`src/rtl/pipe_pkg.sv`:
```
// Shared constants and hazard-field types for the pipeline stage registers.
package pipe_pkg;

  localparam int              REG_ADDR_W = 5;
  localparam logic [4:0]      REG_ZERO   = 5'd0;
  localparam int              TNEW_MAX   = 5;
  localparam int              TNEW_HZ_W  = $clog2(TNEW_MAX + 1);

  typedef struct packed {
    logic                  valid;
    logic [REG_ADDR_W-1:0] a3;
    logic                  grf_en;
    logic [TNEW_HZ_W-1:0]  tnew;
  } stage_hz_t;

endpackage

```
`src/rtl/pipe_stage_reg_if.sv`:
```
// Handshake bundle of one pipeline stage register: control, inputs, stage contents, forwarding query.
interface pipe_stage_reg_if
  import pipe_pkg::*;
#(
  parameter int PAYLOAD_W = 256,
  parameter int TNEW_W    = 3,
  parameter int CNT_W     = 16
) ();

  logic                  stall;
  logic                  flush;
  logic                  in_valid;
  logic [PAYLOAD_W-1:0]  in_payload;
  logic [REG_ADDR_W-1:0] in_a3;
  logic                  in_grf_en;
  logic [TNEW_W-1:0]     in_tnew;

  logic                  out_valid;
  logic [PAYLOAD_W-1:0]  out_payload;
  logic [REG_ADDR_W-1:0] out_a3;
  logic                  out_grf_en;
  logic [TNEW_W-1:0]     out_tnew;

  logic [REG_ADDR_W-1:0] q_rs;
  logic [REG_ADDR_W-1:0] q_rt;
  logic                  rs_hit;
  logic                  rs_ready;
  logic                  rt_hit;
  logic                  rt_ready;
  logic [CNT_W-1:0]      bubble_cnt;

  modport master (
    output stall, flush, in_valid, in_payload, in_a3, in_grf_en, in_tnew, q_rs, q_rt,
    input  out_valid, out_payload, out_a3, out_grf_en, out_tnew,
    input  rs_hit, rs_ready, rt_hit, rt_ready, bubble_cnt
  );

  modport slave (
    input  stall, flush, in_valid, in_payload, in_a3, in_grf_en, in_tnew, q_rs, q_rt,
    output out_valid, out_payload, out_a3, out_grf_en, out_tnew,
    output rs_hit, rs_ready, rt_hit, rt_ready, bubble_cnt
  );

endinterface

```
`src/rtl/pipe_fwd_match.sv`:
```
// Forwarding match of one query address against a stage's registered hazard fields.
module pipe_fwd_match
  import pipe_pkg::*;
#(
  parameter int TNEW_W = 3
) (
  input  logic                  valid,
  input  logic [REG_ADDR_W-1:0] a3,
  input  logic                  grf_en,
  input  logic [TNEW_W-1:0]     tnew,
  input  logic [REG_ADDR_W-1:0] q_addr,
  output logic                  hit,
  output logic                  ready
);

  // $zero is never a real producer, so it can never be forwarded.
  assign hit   = valid & grf_en & (a3 != REG_ZERO) & (a3 == q_addr);
  assign ready = hit & (tnew == '0);

endmodule

```
`src/rtl/pipe_stage_reg.sv`:
```
// Generic inter-stage pipeline register: opaque payload plus hazard fields, stall/flush, bubble counter.
module pipe_stage_reg
  import pipe_pkg::*;
#(
  parameter int PAYLOAD_W       = 256,
  parameter int TNEW_W          = 3,
  parameter bit BUBBLE_ON_STALL = 1'b0,
  parameter int CNT_W           = 16
) (
  input logic              clk,
  input logic              reset,
  pipe_stage_reg_if.slave  bus
);

  logic                  valid_q;
  logic [PAYLOAD_W-1:0]  payload_q;
  logic [REG_ADDR_W-1:0] a3_q;
  logic                  grf_en_q;
  logic [TNEW_W-1:0]     tnew_q;
  logic [CNT_W-1:0]      cnt_q;

  logic                  load_bubble;
  logic                  load_instr;
  logic [TNEW_W-1:0]     tnew_next;

  // An invalid input on a normal load is treated exactly like any other bubble.
  assign load_bubble = bus.flush
                     | (bus.stall & BUBBLE_ON_STALL)
                     | (~bus.stall & ~bus.in_valid);
  assign load_instr  = ~bus.flush & ~bus.stall & bus.in_valid;
  assign tnew_next   = (bus.in_tnew != '0) ? bus.in_tnew - 1'b1 : '0;

  always_ff @(posedge clk) begin
    if (reset) begin
      valid_q   <= 1'b0;
      payload_q <= '0;
      a3_q      <= '0;
      grf_en_q  <= 1'b0;
      tnew_q    <= '0;
      cnt_q     <= '0;
    end else begin
      if (load_bubble) begin
        valid_q   <= 1'b0;
        payload_q <= '0;
        a3_q      <= '0;
        grf_en_q  <= 1'b0;
        tnew_q    <= '0;
        if (cnt_q != '1) cnt_q <= cnt_q + 1'b1;
      end else if (load_instr) begin
        valid_q   <= 1'b1;
        payload_q <= bus.in_payload;
        a3_q      <= bus.in_a3;
        grf_en_q  <= bus.in_grf_en;
        tnew_q    <= tnew_next;
      end
    end
  end

  assign bus.out_valid   = valid_q;
  assign bus.out_payload = payload_q;
  assign bus.out_a3      = a3_q;
  assign bus.out_grf_en  = grf_en_q;
  assign bus.out_tnew    = tnew_q;
  assign bus.bubble_cnt  = cnt_q;

  pipe_fwd_match #(.TNEW_W(TNEW_W)) u_fwd_rs (
    .valid  (valid_q),
    .a3     (a3_q),
    .grf_en (grf_en_q),
    .tnew   (tnew_q),
    .q_addr (bus.q_rs),
    .hit    (bus.rs_hit),
    .ready  (bus.rs_ready)
  );

  pipe_fwd_match #(.TNEW_W(TNEW_W)) u_fwd_rt (
    .valid  (valid_q),
    .a3     (a3_q),
    .grf_en (grf_en_q),
    .tnew   (tnew_q),
    .q_addr (bus.q_rt),
    .hit    (bus.rt_hit),
    .ready  (bus.rt_ready)
  );

endmodule
```
`src/flat_wrapper.sv`:
```
// flat-port wrapper written by rule: the top's interface ports become plain ports
module pipe_stage_reg_flat import pipe_pkg::*;
#(
  parameter int PAYLOAD_W       = 256,
  parameter int TNEW_W          = 3,
  parameter bit BUBBLE_ON_STALL = 1'b0,
  parameter int CNT_W           = 16
)
  (clk, reset, bus_stall, bus_flush, bus_in_valid, bus_in_payload, bus_in_a3, bus_in_grf_en, bus_in_tnew, bus_q_rs, bus_q_rt, bus_out_valid, bus_out_payload, bus_out_a3, bus_out_grf_en, bus_out_tnew, bus_rs_hit, bus_rs_ready, bus_rt_hit, bus_rt_ready, bus_bubble_cnt);
  pipe_stage_reg_if #(.PAYLOAD_W(PAYLOAD_W), .TNEW_W(TNEW_W), .CNT_W(CNT_W)) bus_i ();
  input logic clk;
  input logic reset;
  input wire logic [$bits(bus_i.stall)-1:0] bus_stall;
  input wire logic [$bits(bus_i.flush)-1:0] bus_flush;
  input wire logic [$bits(bus_i.in_valid)-1:0] bus_in_valid;
  input wire logic [$bits(bus_i.in_payload)-1:0] bus_in_payload;
  input wire logic [$bits(bus_i.in_a3)-1:0] bus_in_a3;
  input wire logic [$bits(bus_i.in_grf_en)-1:0] bus_in_grf_en;
  input wire logic [$bits(bus_i.in_tnew)-1:0] bus_in_tnew;
  input wire logic [$bits(bus_i.q_rs)-1:0] bus_q_rs;
  input wire logic [$bits(bus_i.q_rt)-1:0] bus_q_rt;
  output wire logic [$bits(bus_i.out_valid)-1:0] bus_out_valid;
  output wire logic [$bits(bus_i.out_payload)-1:0] bus_out_payload;
  output wire logic [$bits(bus_i.out_a3)-1:0] bus_out_a3;
  output wire logic [$bits(bus_i.out_grf_en)-1:0] bus_out_grf_en;
  output wire logic [$bits(bus_i.out_tnew)-1:0] bus_out_tnew;
  output wire logic [$bits(bus_i.rs_hit)-1:0] bus_rs_hit;
  output wire logic [$bits(bus_i.rs_ready)-1:0] bus_rs_ready;
  output wire logic [$bits(bus_i.rt_hit)-1:0] bus_rt_hit;
  output wire logic [$bits(bus_i.rt_ready)-1:0] bus_rt_ready;
  output wire logic [$bits(bus_i.bubble_cnt)-1:0] bus_bubble_cnt;
  assign bus_i.stall = bus_stall;
  assign bus_i.flush = bus_flush;
  assign bus_i.in_valid = bus_in_valid;
  assign bus_i.in_payload = bus_in_payload;
  assign bus_i.in_a3 = bus_in_a3;
  assign bus_i.in_grf_en = bus_in_grf_en;
  assign bus_i.in_tnew = bus_in_tnew;
  assign bus_i.q_rs = bus_q_rs;
  assign bus_i.q_rt = bus_q_rt;
  assign bus_out_valid = bus_i.out_valid;
  assign bus_out_payload = bus_i.out_payload;
  assign bus_out_a3 = bus_i.out_a3;
  assign bus_out_grf_en = bus_i.out_grf_en;
  assign bus_out_tnew = bus_i.out_tnew;
  assign bus_rs_hit = bus_i.rs_hit;
  assign bus_rs_ready = bus_i.rs_ready;
  assign bus_rt_hit = bus_i.rt_hit;
  assign bus_rt_ready = bus_i.rt_ready;
  assign bus_bubble_cnt = bus_i.bubble_cnt;
  pipe_stage_reg #(.PAYLOAD_W(PAYLOAD_W), .TNEW_W(TNEW_W), .BUBBLE_ON_STALL(BUBBLE_ON_STALL), .CNT_W(CNT_W)) u_core (.clk(clk), .reset(reset), .bus(bus_i));
endmodule
```
`config.mk`:
```
export PLATFORM = sky130hd
export DESIGN_NAME = pipe_stage_reg_flat
export DESIGN_NICKNAME = d
export VERILOG_FILES = /design/src/rtl/pipe_pkg.sv /design/src/rtl/pipe_stage_reg_if.sv /design/src/rtl/pipe_fwd_match.sv /design/src/rtl/pipe_stage_reg.sv /design/src/flat_wrapper.sv
export SDC_FILE = /design/constraint.sdc
export NUM_CORES = 1
export LEC_CHECK = 0
export ABC_CLOCK_PERIOD_IN_PS = 5590
export CORE_AREA = 10 10 210 212
export DETAILED_ROUTE_END_ITERATION = 10
export DIE_AREA = 0 0 220 222
export GPL_TIMING_DRIVEN = 0
export HOLD_SLACK_MARGIN = 0.06
export PLACE_DENSITY = 0.56
export SYNTH_ARGS = -nofsm -noshare
export SYNTH_HDL_FRONTEND = slang
export SYNTH_SLANG_ARGS = --single-unit
export TNS_END_PERCENT = 30
```
`constraint.sdc`:
```
create_clock -name clk -period 5.59 [get_ports clk]
set_clock_uncertainty 0.2 [all_clocks]
set_input_delay 1.118 -clock clk [delete_from_list [all_inputs] [get_ports clk]]
set_output_delay 1.118 -clock clk [all_outputs]
set_load 0.01 [all_outputs]
```
### Word level (Yosys, flattened, before mapping)

Index checks and enable logic that the tools add are counted.

| cells by class | value |
|---|---|
| add/sub/neg operators | 2 |
| eq/ne operators | 3 |
| multiplexer cells | 1 |
| bitwise operators | 13 |
| reductions and logical operators | 5 |

Operators with widths:

| cell | count |
|---|---|
| adder 16 x 1 -> 16 bit, second input constant | 1 |
| inequality test 16 bit, second input constant | 1 |
| == test 5 bit | 2 |
| bitwise AND 1 bit | 9 |
| nonzero test 5 bit | 1 |
| zero test 3 bit | 1 |
| two-way mux 3 bit | 1 |
| NOT 1 bit | 3 |
| nonzero test 3 bit | 1 |
| subtractor 3 x 1 -> 3 bit, second input constant | 1 |
| AND reduction 2 bit | 1 |
| OR reduction 2 bit | 1 |
| bitwise OR 1 bit | 1 |

| storage, ports and cells | value |
|---|---|
| bits in registers | 282 |
| input bits | 280 |
| output and inout port bits | 286 |
| logic and storage cells | 30 |

### Longest topological paths before layout

Gate-level depths: netlist of run 1.

| logic depth | value |
|---|---|
| word-level depth | 4 |
| depth in mapped cells | 7 |
| depth with buffers taken out | 5 |

### By module

A second synthesis of run 1 with hierarchy kept.

| second synthesis, totals | value |
|---|---|
| cells, all modules | 1,295 |
| area, all modules | 10,114.7 µm² |

Modules (own cells, without submodules):

| module | instances | cells an instance | area an instance (µm²) | sequential area each (µm²) |
|---|---|---|---|---|
| pipe_stage_reg | 1 | 1,267 | 9,924.5 | 5,645.4 |
| pipe_fwd_match | 2 | 14 | 95.1 | 0.0 |

### Least setup slack after synthesis of run 1

Ideal clock, no wire load.

| timing path | value |
|---|---|
| path kind | input -> output |
| from | input port bus_q_rt[4] |
| to | output port bus_rt_ready |
| data arrival time | 2.301 ns |
| required time | 4.272 ns |
| path slack | 1.971 ns |
| stages | 4 |
| buffers on the path | 0 |
| cell sequence | xnor2_1 nand3_1 nor4_1 nor4b_1 |

| on the way | value |
|---|---|
| word-level cells in the longest chain between the ends | 3 |

Ends and longest elaborated chain:

| element | line | text |
|---|---|---|
| start, declared | flat_wrapper.sv:21 | `input wire logic [$bits(bus_i.q_rt)-1:0] bus_q_rt;` |
| == test 5 bit | pipe_fwd_match.sv:17 | `assign hit = valid & grf_en & (a3 != REG_ZERO) & (a3 == q_addr);` |
| bitwise AND 1 bit | pipe_fwd_match.sv:17 |  |
| net bus_rt_hit | flat_wrapper.sv:29 | `output wire logic [$bits(bus_i.rt_hit)-1:0] bus_rt_hit;` |
| bitwise AND 1 bit | pipe_fwd_match.sv:18 | `assign ready = hit & (tnew == '0);` |
| end, declared | flat_wrapper.sv:30 | `output wire logic [$bits(bus_i.rt_ready)-1:0] bus_rt_ready;` |

The timed path passes the listed nets, and every way through them passes these cells.

### Worst setup path in the final report of run 1

| timing path | value |
|---|---|
| from | input port bus_q_rs[2] |
| to | output port bus_rs_ready |

| on the way | value |
|---|---|
| word-level cells in the longest chain between the ends | 3 |

Ends and longest elaborated chain:

| element | line | text |
|---|---|---|
| start, declared | flat_wrapper.sv:20 | `input wire logic [$bits(bus_i.q_rs)-1:0] bus_q_rs;` |
| == test 5 bit | pipe_fwd_match.sv:17 |  |
| bitwise AND 1 bit | pipe_fwd_match.sv:17 |  |
| bitwise AND 1 bit | pipe_fwd_match.sv:18 |  |
| end, declared | flat_wrapper.sv:28 | `output wire logic [$bits(bus_i.rs_ready)-1:0] bus_rs_ready;` |

Every way passes these cells.

==> impl_metrics.toml, run 1 <==
[route]
avgViaCountPerCell = 4.405
wirelength_mm = 47.20
ant_nets = 0
dr.pass1.iters = 5
drt_iter0_drc = 456
dr_total_vias = 10700
wl_per_cell_um = 19.42
drc = 0

[timing]
max_slew.worst_pin.slew_ps = 782.6
rsz0062_at_grt = "false"
min_period_over_period_pct = 84.40
maxSlewHeadroom_pct = 47.35
setup_viol = 0
hold-worst-slack_ps = 251.1
tns_ps = 0
fmax_mhz = 212.0
slew_violations = 0
hold_violations = 0
fin_crit_ps = 4718

[hold_path]
worstHoldStart = "u_core.bus.out_payload[180]$_SDFFE_PP0P_"
whs_endpoint = "u_core.bus.out_payload[180]$_SDFFE_PP0P_"
hold_path_depth = 2
hp-class = "register to register"

[yosys]
yosysTopAreaCell = "dfxtp_1"
netlist_top_cells_area = "dfxtp_1, nand2_1, a21oi_1"
synth_cell_type_count = 41
synthCells = 1277
synth_mux_area_share_pct = 0.3112
synth_fa_ha_area_share_pct = 0.3735
synth_edf_count = 0
ys.flop_type = "dfxtp_1"
ys_seq_area_share_pct = 56.17
ys_seq_elements = 282
syn-cell-area_sq_um = 10050
synth_top_family_by_area = "simple AND/OR/NAND/NOR gates"
synth-xor-area-share_pct = 0.8714
synth_area_per_cell_sq_um = 7.871
synth_async_sr_flop_share_pct = 0
synth_warnings = 0
synth_compound_area_share_pct = 15.30
synthSimpleGateAreaFrac_pct = 23.14
syn_nets = 1560
yosys.area.top_type_share_pct = 56.17

[run]
maxCapViolations = 0

[grt]
grt_start_max_net_pins = 13
grt_pass1_wl_mm = 68.05
antenna_found_initial = 6
track_usage_pct = 18.33
grt_pass1_vias = 10610
overflow = 0

[clocking]
cts_inserted_buffers = 35
cts-resized-gates = 0
cts.sinks = 282
clk_latency_ps = 530
path_clk_slew_ps = 50
clockBufferDepth = 3
cts_max_level = 2
post_cts_buffers = 0
clockRootBuffer = "clkbuf_16"
ctsHoldBuffers = 0
cts_tree = "yes"

[die]
num_rows = 73
die_x_um = 220
dieArea_sq_um = 48840
die_h_um = 222
start_util_pct = 25.36
io_pins = 566
coreArea_sq_um = 39640

[final_layout]
finalInstanceArea_sq_um = 17470
final_cell_mix = "clkdlybuf4s50_1, nand2_1, dfxtp_1, a21oi_1, clkbuf_1"
fill_cells = 4004
drive_gt1_share_pct = 3.630
layout.cells.non_filler = 2430
fin_nets = 2161
final_common_cell = "clkdlybuf4s50_1"
areaGrowthSynthToFinish_pct = 73.85

[worst_setup_path]
cp_max_fo = 2
r2r-start = "u_core.bus.bubble_cnt[0]$_SDFFE_PP0P_"
end_kind = "primary output"
timing.rr.end = "u_core.bus.bubble_cnt[0]$_SDFFE_PP0P_"
crit_arrival_ps = 3400
r2r_slack_ps = 3420
reg2regPathDepth = 6
critPathKind = "input pin to primary output"
crit_required_ps = 4270
start_kind = "input pin"

[power]
p_comb_share_pct = 9.0
p_int_uw = 3610
p_sw_uw = 1055
power_frac_seq_pct = 43.9
powerDensity_nw_per_um2 = 267.0
clockPowerShare_pct = 47.1
finalPower_uw = 4665
p_sw_share_pct = 22.62
p_leak_uw = 0.005722
vdd_drop_max_mv = 0.1919

[placement]
place_hpwl_mm = 37.89
gp_congestion = 0.8453
place_area_sq_um = 16350
io_buffers = 564
dp_cells = 2366

[status]
status = "complete, no violations"
## power by group through the flow
stage,clock network [uW],logic [uW],registers [uW]
global placement,0,423,2090
global route,2340,457,2050
detailed placement,0,424,2090
finish,2200,421,2050
floorplan,0,114,2100
CTS,2270,427,2050
## synthesized netlist by cell type (all sizes together) (3+ instances only)
cell / n
or2: 3
nand4: 5
nor3: 3
dfxtp: 282
xnor2: 6
clkbuf: 67
a21oi: 273
buf: 25
inv: 6
nor4: 5
nor2: 11
nand3: 6
xor2: 4
ha: 3
nand2: 536
or3: 3
o41ai: 3
or4: 6
o31ai: 6
## metal layers
metal	vias to the layer above	routed length, um	global-route usage (%)
met5	-	9	0
met4	2	1047	5.989
met3	58	5066	7.885
met2	374	23650	32.12
met1	4885	17430	19.20
li1	5385	-	-
## flip-flops by register name, indices dropped and copies added (netlist names)
| name | flops |
|---|---|
| u_core.bus.out_payload | 256 |
| u_core.bus.bubble_cnt | 16 |
| u_core.bus.out_grf_en | 1 |
| u_core.bus.out_tnew | 3 |
| u_core.bus.out_a3 | 5 |
| u_core.bus.out_valid | 1 |
## worst max-delay path by stage
| stage | start | endpoint | slack [ps] |
|---|---|---|---|
| floorplan | bus_q_rt[4] | bus_rt_ready | 1970 |
| global placement | bus_q_rt[4] | bus_rt_ready | 860 |
| detailed placement | bus_q_rs[2] | bus_rs_ready | 810 |
| CTS | bus_q_rs[2] | bus_rs_ready | 800 |
| global route | bus_q_rs[2] | bus_rs_ready | 680 |
| finish | bus_q_rs[2] | bus_rs_ready | 870 |
## area by class of cell
class	count	area (sq um)	area share, %
diodes	4	10.01	0.05729
plain buffers	92	362.8	2.077
clock buffers	53	1046	5.986
clock inverters	7	63.81	0.3652
inverters	6	22.52	0.1289
multi-input cells	897	4020	23.01
flip-flops and latches	282	5645	32.31
well taps	525	656.9	3.759
repair buffers	564	5645	32.31
## cells by family after synthesis
group | after synthesis
buf+inv | 98
mux | 3
flops | 282
fa+ha+maj | 3
xor+xnor | 10
compound gates | 295
simple gates | 586
## critical path, cell delays in order
cell and delay, ps:
clkdlybuf4s50_1 480, xnor2_1 130, nand3_1 140, nor4_1 620, nor4b_1 320, clkdlybuf4s50_1 600
## through the flow
step | utilization (%) | setup WS (ps)
CTS | 44.05 | 804.1
floorplan | - | 1971
detailed placement | 41.25 | 813.0
finish | 44.08 | 871.9
global placement | 41.25 | 859.9
global route | 44.07 | 679.7
(Power assumes the default switching activity.)
==> run 2, diff against run 1 <==
- ABC_CLOCK_PERIOD_IN_PS: 5590 -> 4800
- CORE_AREA: 10 10 210 212 -> 10 10 212 214
- DIE_AREA: 0 0 220 222 -> 0 0 222 224
- PLACE_DENSITY: 0.56 -> 0.55
- clock period: 5.59 -> 4.8 ns (I/O delays scaled with it)
==> run 2 against run 1 <==
  * Cell count up 0.12%
  * Sequential share of layout area up 0.051 points
  * Via count up 0.73%
  * Worst setup slack worse by 420 ps
  * Clock-buffer cell count down 2
  * Global-route usage down 0.12 points
  * Clock power up 15%
  * Power up 16%
  * First-iteration DRC count up 2.2%
  * Utilization down 1.1 points
  * Register-to-register slack worse by 720 ps
==> impl_metrics.toml, run 2 (synthesized netlist as in run 1, its figures left out) <==
[status]
status = "complete, no violations"

[timing]
slew_violations = 0
rsz0062_at_grt = "false"
tns_ps = 0
fin_crit_ps = 4346
fmax_mhz = 230.1
min_period_over_period_pct = 90.55
hold_violations = 0
maxSlewHeadroom_pct = 42.97
max_slew.worst_pin.slew_ps = 855.5
setup_viol = 0
hold-worst-slack_ps = 251.5

[worst_setup_path]
slowest_delay_ps = 590
crit_path_frequent_cell = "clkdlybuf4s50_1"
critPathKind = "input pin to primary output"
timing.rr.end = "u_core.bus.bubble_cnt[0]$_SDFFE_PP0P_"
reg2regPathDepth = 6
r2r-start = "u_core.bus.bubble_cnt[1]$_SDFFE_PP0P_"
r2r_slack_ps = 2700
cp_max_fo = 2
crit_arrival_ps = 3190
end_kind = "primary output"
critPathSlowestCell = "clkdlybuf4s50_1"
start_kind = "input pin"
crit_chain = "clkdlybuf4s50_1 -> xnor2_1 -> nand3_1 -> nor4_1 -> nor4b_1 -> clkdlybuf4s50_1"
crit_required_ps = 3640

[clocking]
cts_tree = "yes"
cts_inserted_buffers = 35
path_clk_slew_ps = 50
clk_latency_ps = 520
cts.sinks = 282
post_cts_buffers = 0
cts_max_level = 2
ctsHoldBuffers = 0
clockRootBuffer = "clkbuf_16"
cts-resized-gates = 0
clockBufferDepth = 3

[die]
dieArea_sq_um = 49730
die_h_um = 224
start_util_pct = 24.78
die_x_um = 222
num_rows = 74
io_pins = 566
coreArea_sq_um = 40550

[final_layout]
final_cell_mix = "clkdlybuf4s50_1, nand2_1, dfxtp_1, a21oi_1, clkbuf_1"
drive_gt1_share_pct = 3.321
fin_nets = 2161
largest_reg_flops = 256
fill_cells = 4093
final_common_cell = "clkdlybuf4s50_1"
areaGrowthSynthToFinish_pct = 73.57
finalInstanceArea_sq_um = 17450

[power]
vdd_drop_max_mv = 0.2442
p_comb_share_pct = 9.2
power_frac_seq_pct = 44.1
clockPowerShare_pct = 46.7
powerDensity_nw_per_um2 = 309.7
p_leak_uw = 0.005698
p_int_uw = 4189
p_sw_share_pct = 22.47
p_sw_uw = 1214

[route]
drc = 0
dr.pass1.iters = 5
drt_iter0_drc = 466
wirelength_mm = 47.87
avgViaCountPerCell = 4.432
ant_nets = 0
dr_total_vias = 10780
wl_per_cell_um = 19.67

[placement]
place_area_sq_um = 16360
place_hpwl_mm = 38.28
gp_congestion = 0.8674
io_buffers = 564

[run]
maxCapViolations = 0

[hold_path]
hold_path_depth = 2
worstHoldStart = "u_core.bus.out_payload[101]$_SDFFE_PP0P_"
whs_endpoint = "u_core.bus.out_payload[101]$_SDFFE_PP0P_"
hp-class = "register to register"

[grt]
grt_pass1_wl_mm = 69.92
grt_start_max_net_pins = 12
grt_pass1_vias = 10980
antenna_found_initial = 10
track_usage_pct = 18.21
overflow = 0
[run 2: critical path, delay by kind of cell]
family	cells	cell delay [ps]
and+or+nand+nor	3	1030
xor gates and xnor gates	1	130
buffers and inverters	2	1060
[run 2: per-stage QoR]
| stage | total power (uW) | worst slack (ps) | utilization [%] | cells |
|---|---|---|---|---|
| floorplan | 2577 | 1497 | - | 1277 |
| global placement | 2929 | 468.8 | 40.35 | 2373 |
| detailed placement | 2932 | 481.5 | 40.35 | 2373 |
| CTS | 5505 | 459.9 | 42.99 | 2429 |
| global route | 5626 | 266.7 | 43.02 | 2433 |
| finish | 5404 | 453.6 | 43.02 | 2433 |
[run 2: layout make-up]
cell class,count,area [sq um],share of cell area (%)
inverter,6,22.52,0.1291
antenna,4,10.01,0.05738
clock inverter,5,75.07,0.4303
tap,532,665.6,3.816
timing repair buffer,564,5645,32.36
buffer,92,362.8,2.080
sequential,282,5645,32.36
multi-input combinational,897,4020,23.04
clock buffer,51,998.5,5.723
[run 2: worst max path at each step]
stage,startpoint,end,cells after the start
floorplan,bus_q_rt[4],bus_rt_ready,4
global placement,bus_q_rt[4],bus_rt_ready,6
detailed placement,bus_q_rt[4],bus_rt_ready,6
CTS,bus_q_rt[3],bus_rt_ready,6
global route,bus_q_rt[4],bus_rt_ready,6
finish,bus_q_rt[3],bus_rt_ready,6
[run 2: power groups by stage]
| stage | logic, uW | clock network [uW] | registers (uW) |
|---|---|---|---|
| 2_1_floorplan | 132 | 0 | 2440 |
| 3_3_place_gp | 495 | 0 | 2430 |
| 3_5_place_dp | 497 | 0 | 2440 |
| 4_1_cts | 500 | 2620 | 2380 |
| 5_1_grt | 535 | 2700 | 2390 |
| 6_report | 495 | 2520 | 2390 |
[run 2: routing by layer]
| metal | GRT usage, % | vias up | wire, um |
|---|---|---|---|
| met4 | 5.837 | 8 | 1044 |
| li1 | - | 5377 | - |
| met1 | 19.13 | 4931 | 18400 |
| met2 | 32.69 | 393 | 24120 |
| met5 | 0 | - | 57 |
| met3 | 7.241 | 73 | 4246 |
==> run 3, diff against run 2 <==
- ABC_AREA: not set -> 1
- CORE_AREA: 10 10 212 214 -> 10 10 214 216
- CTS_CLUSTER_SIZE: not set -> 40
- DIE_AREA: 0 0 222 224 -> 0 0 224 226
==> run 3 against run 2 <==
  * Critical endpoint is now bus_rs_ready
  * Cell count rose by 2.9%
  * Power increased by 2.8%
  * Maximum frequency is 13% higher
  * Critical path depth is 1 higher
  * Largest cell class unchanged
  * Worst hold slack improved by 9.8 ps
  * Die area up 1.8%
  * Wire length rose by 0.79%
  * Synthesized cell count grew 4.5%
  * Register-to-register slack gained 270 ps
==> impl_metrics.toml, run 3 <==
[worst_setup_path]
reg2regPathDepth = 8
startpoint = "bus_q_rs[0]"
r2r-start = "u_core.bus.bubble_cnt[0]$_SDFFE_PP0P_"
cp_max_fo = 2
start_kind = "input pin"
crit_arrival_ps = 2700
critPathKind = "input pin to primary output"
r2r_slack_ps = 2970
end_kind = "primary output"
endpoint = "bus_rs_ready"
crit_required_ps = 3640
timing.rr.end = "u_core.bus.bubble_cnt[7]$_SDFFE_PP0P_"

[die]
io_pins = 566
die_h_um = 226
dieArea_sq_um = 50620
coreArea_sq_um = 41570
die_x_um = 224
num_rows = 75
start_util_pct = 25.32

[timing]
maxSlewHeadroom_pct = 61.97
hold_violations = 0
setup_viol = 0
tns_ps = 0
fmax_mhz = 259.0
rsz0062_at_grt = "false"
min_period_over_period_pct = 80.43
fin_crit_ps = 3860
setup_ws_ps = 939.6
slew_violations = 0
max_slew.worst_pin.slew_ps = 570.5

[final_layout]
areaGrowthSynthToFinish_pct = 71.11
seqCellArea_sq_um = 5645
fill_cells = 4142
fin_nets = 2220
multiInputGateArea_sq_um = 4299
largest_reg_flops = 256
final_cell_mix = "nand2_1, clkdlybuf4s50_1, dfxtp_1, a21oi_1, a21oi_2"
drive_gt1_share_pct = 10.36
final_common_cell = "nand2_1"

[placement]
place_ws_ps = 962.0
place_hpwl_mm = 38.34
io_buffers = 565
gp_congestion = 0.8289

[yosys]
synth_top_cells_by_count = "nand2_1, dfxtp_1, a21oi_1, a21oi_2, buf_2"
yosys.area.top_type_share_pct = 53.62
syn-cell-area_sq_um = 10530
synth_warnings = 0
syn_nets = 1618
netlist_top_cells_area = "dfxtp_1, nand2_1, a21oi_1"
synthMostInstantiatedCell = "nand2_1"
synth_cell_type_count = 25
synth_async_sr_flop_share_pct = 0
synth_area_per_cell_sq_um = 7.886
ys.flop_type = "dfxtp_1"
ys_seq_elements = 282
synthCells = 1335
ys_seq_area_share_pct = 53.62
yosysTopAreaCell = "dfxtp_1"
synth_edf_count = 0

[power]
p_sw_share_pct = 22.61
p_sw_uw = 1256
p_int_uw = 4300
p_leak_uw = 0.006045
power_frac_seq_pct = 42.9
vdd_drop_max_mv = 0.1890
clockPowerShare_pct = 47.7
powerDensity_nw_per_um2 = 308.4
p_comb_share_pct = 9.4

[clocking]
ctsHoldBuffers = 0
cts-resized-gates = 0
post_cts_buffers = 0
cts.sinks = 282
path_clk_slew_ps = 50
clockBufferDepth = 3
cts_max_level = 2
clk_latency_ps = 530
cts_inserted_buffers = 35
cts_tree = "yes"
clockRootBuffer = "clkbuf_16"

[route]
dr_total_vias = 10930
wl_per_cell_um = 19.28
avgViaCountPerCell = 4.366
ant_nets = 0
drt_iter0_drc = 618
dr.pass1.iters = 5
drc = 0
wirelength_mm = 48.25

[hold_path]
worstHoldStart = "u_core.bus.out_payload[58]$_SDFFE_PP0P_"
hp-class = "register to register"

[grt]
overflow = 0
antenna_found_initial = 9
grt_pass1_wl_mm = 69.66
track_usage_pct = 18.08
grt_pass1_vias = 10700
grt_start_max_net_pins = 12

[status]
status = "complete, no violations"

[run]
maxCapViolations = 0
## run 3: changes by cell type in the layout (fill, tap and decap cells not counted), sizes merged, moves of 10 or more
cell / previous run / this run
buf: 25 / 78
clkbuf: 118 / 66
nor2: 11 / 53
nand2: 536 / 568
inv: 6 / 22
nand3: 6 / 16
## run 3: cells by family after synthesis
family / Yosys count / synth area share [%]
flip-flops: 282 / 53.62
adder cells (fa/ha/maj): 3 / 0.3566
AND/OR/NAND/NOR: 644 / 23.44
buffers and inverters: 112 / 5.538
AO/OA/AOI/OAI: 284 / 16.21
XOR/XNOR: 10 / 0.8320
## run 3: final cells by class
type	count	share of cell area [%]
Timing Repair Buffer	565	31.40
Sequential cell	282	31.34
Multi-Input combinational cell	941	23.87
Clock buffer	55	5.960
Tap cell	539	3.744
Buffer	89	2.758
Inverter	23	0.4793
Clock inverter	4	0.3890
Antenna cell	5	0.06946
## run 3: layer usage
metal / wire length [um] / part of all wire [%] / up-vias / track usage [%]
met2: 23600 / 49 / 388 / 30.81
met4: 861 / 1.8 / 8 / 4.607
met5: 53 / 0.11 / - / 0
met3: 4857 / 10 / 60 / 7.900
li1: - / - / 5484 / -
met1: 18880 / 39 / 4988 / 20.28
## run 3: power by group through the flow
stage	Combinational, uW	Clock (uW)	Sequential, uW
2_1_floorplan	158	0	2440
3_3_place_gp	524	0	2430
3_5_place_dp	524	0	2430
4_1_cts	528	2730	2380
5_1_grt	563	2830	2390
6_report	521	2650	2380
## run 3: how the worst min path moves through the flow
stage | end | slack [ps] | cells after the start
after CTS | u_core.bus.out_payload[58]$_SDFFE_PP0P_ | 260 | 2
after global routing | u_core.bus.out_payload[53]$_SDFFE_PP0P_ | 270 | 2
after global placement | u_core.bus.out_payload[136]$_SDFFE_PP0P_ | 250 | 2
after floorplan | u_core.bus.out_payload[240]$_SDFFE_PP0P_ | 290 | 2
final | u_core.bus.out_payload[58]$_SDFFE_PP0P_ | 260 | 2
after detailed placement | u_core.bus.out_payload[58]$_SDFFE_PP0P_ | 250 | 2
## run 3: worst max-delay path: stages
cell and delay, ps:
clkdlybuf4s50_1 480, xnor2_1 120, nand2_1 130, nor3_1 230, nand2_1 120, nor2_1 110
clkdlybuf4s50_1 550
## run 3: per-stage QoR
step	instance area (sq um)	cells	hold WS [ps]	total power (uW)	util [%]
2_1_floorplan	10530	1335	287.5	2602	-
3_3_place_gp	16860	2439	251.8	2957	40.55
3_5_place_dp	16860	2439	254.1	2958	40.55
4_1_cts	18000	2498	262.8	5640	43.30
5_1_grt	18010	2503	272.9	5775	43.33
6_report	18010	2503	261.2	5556	43.33
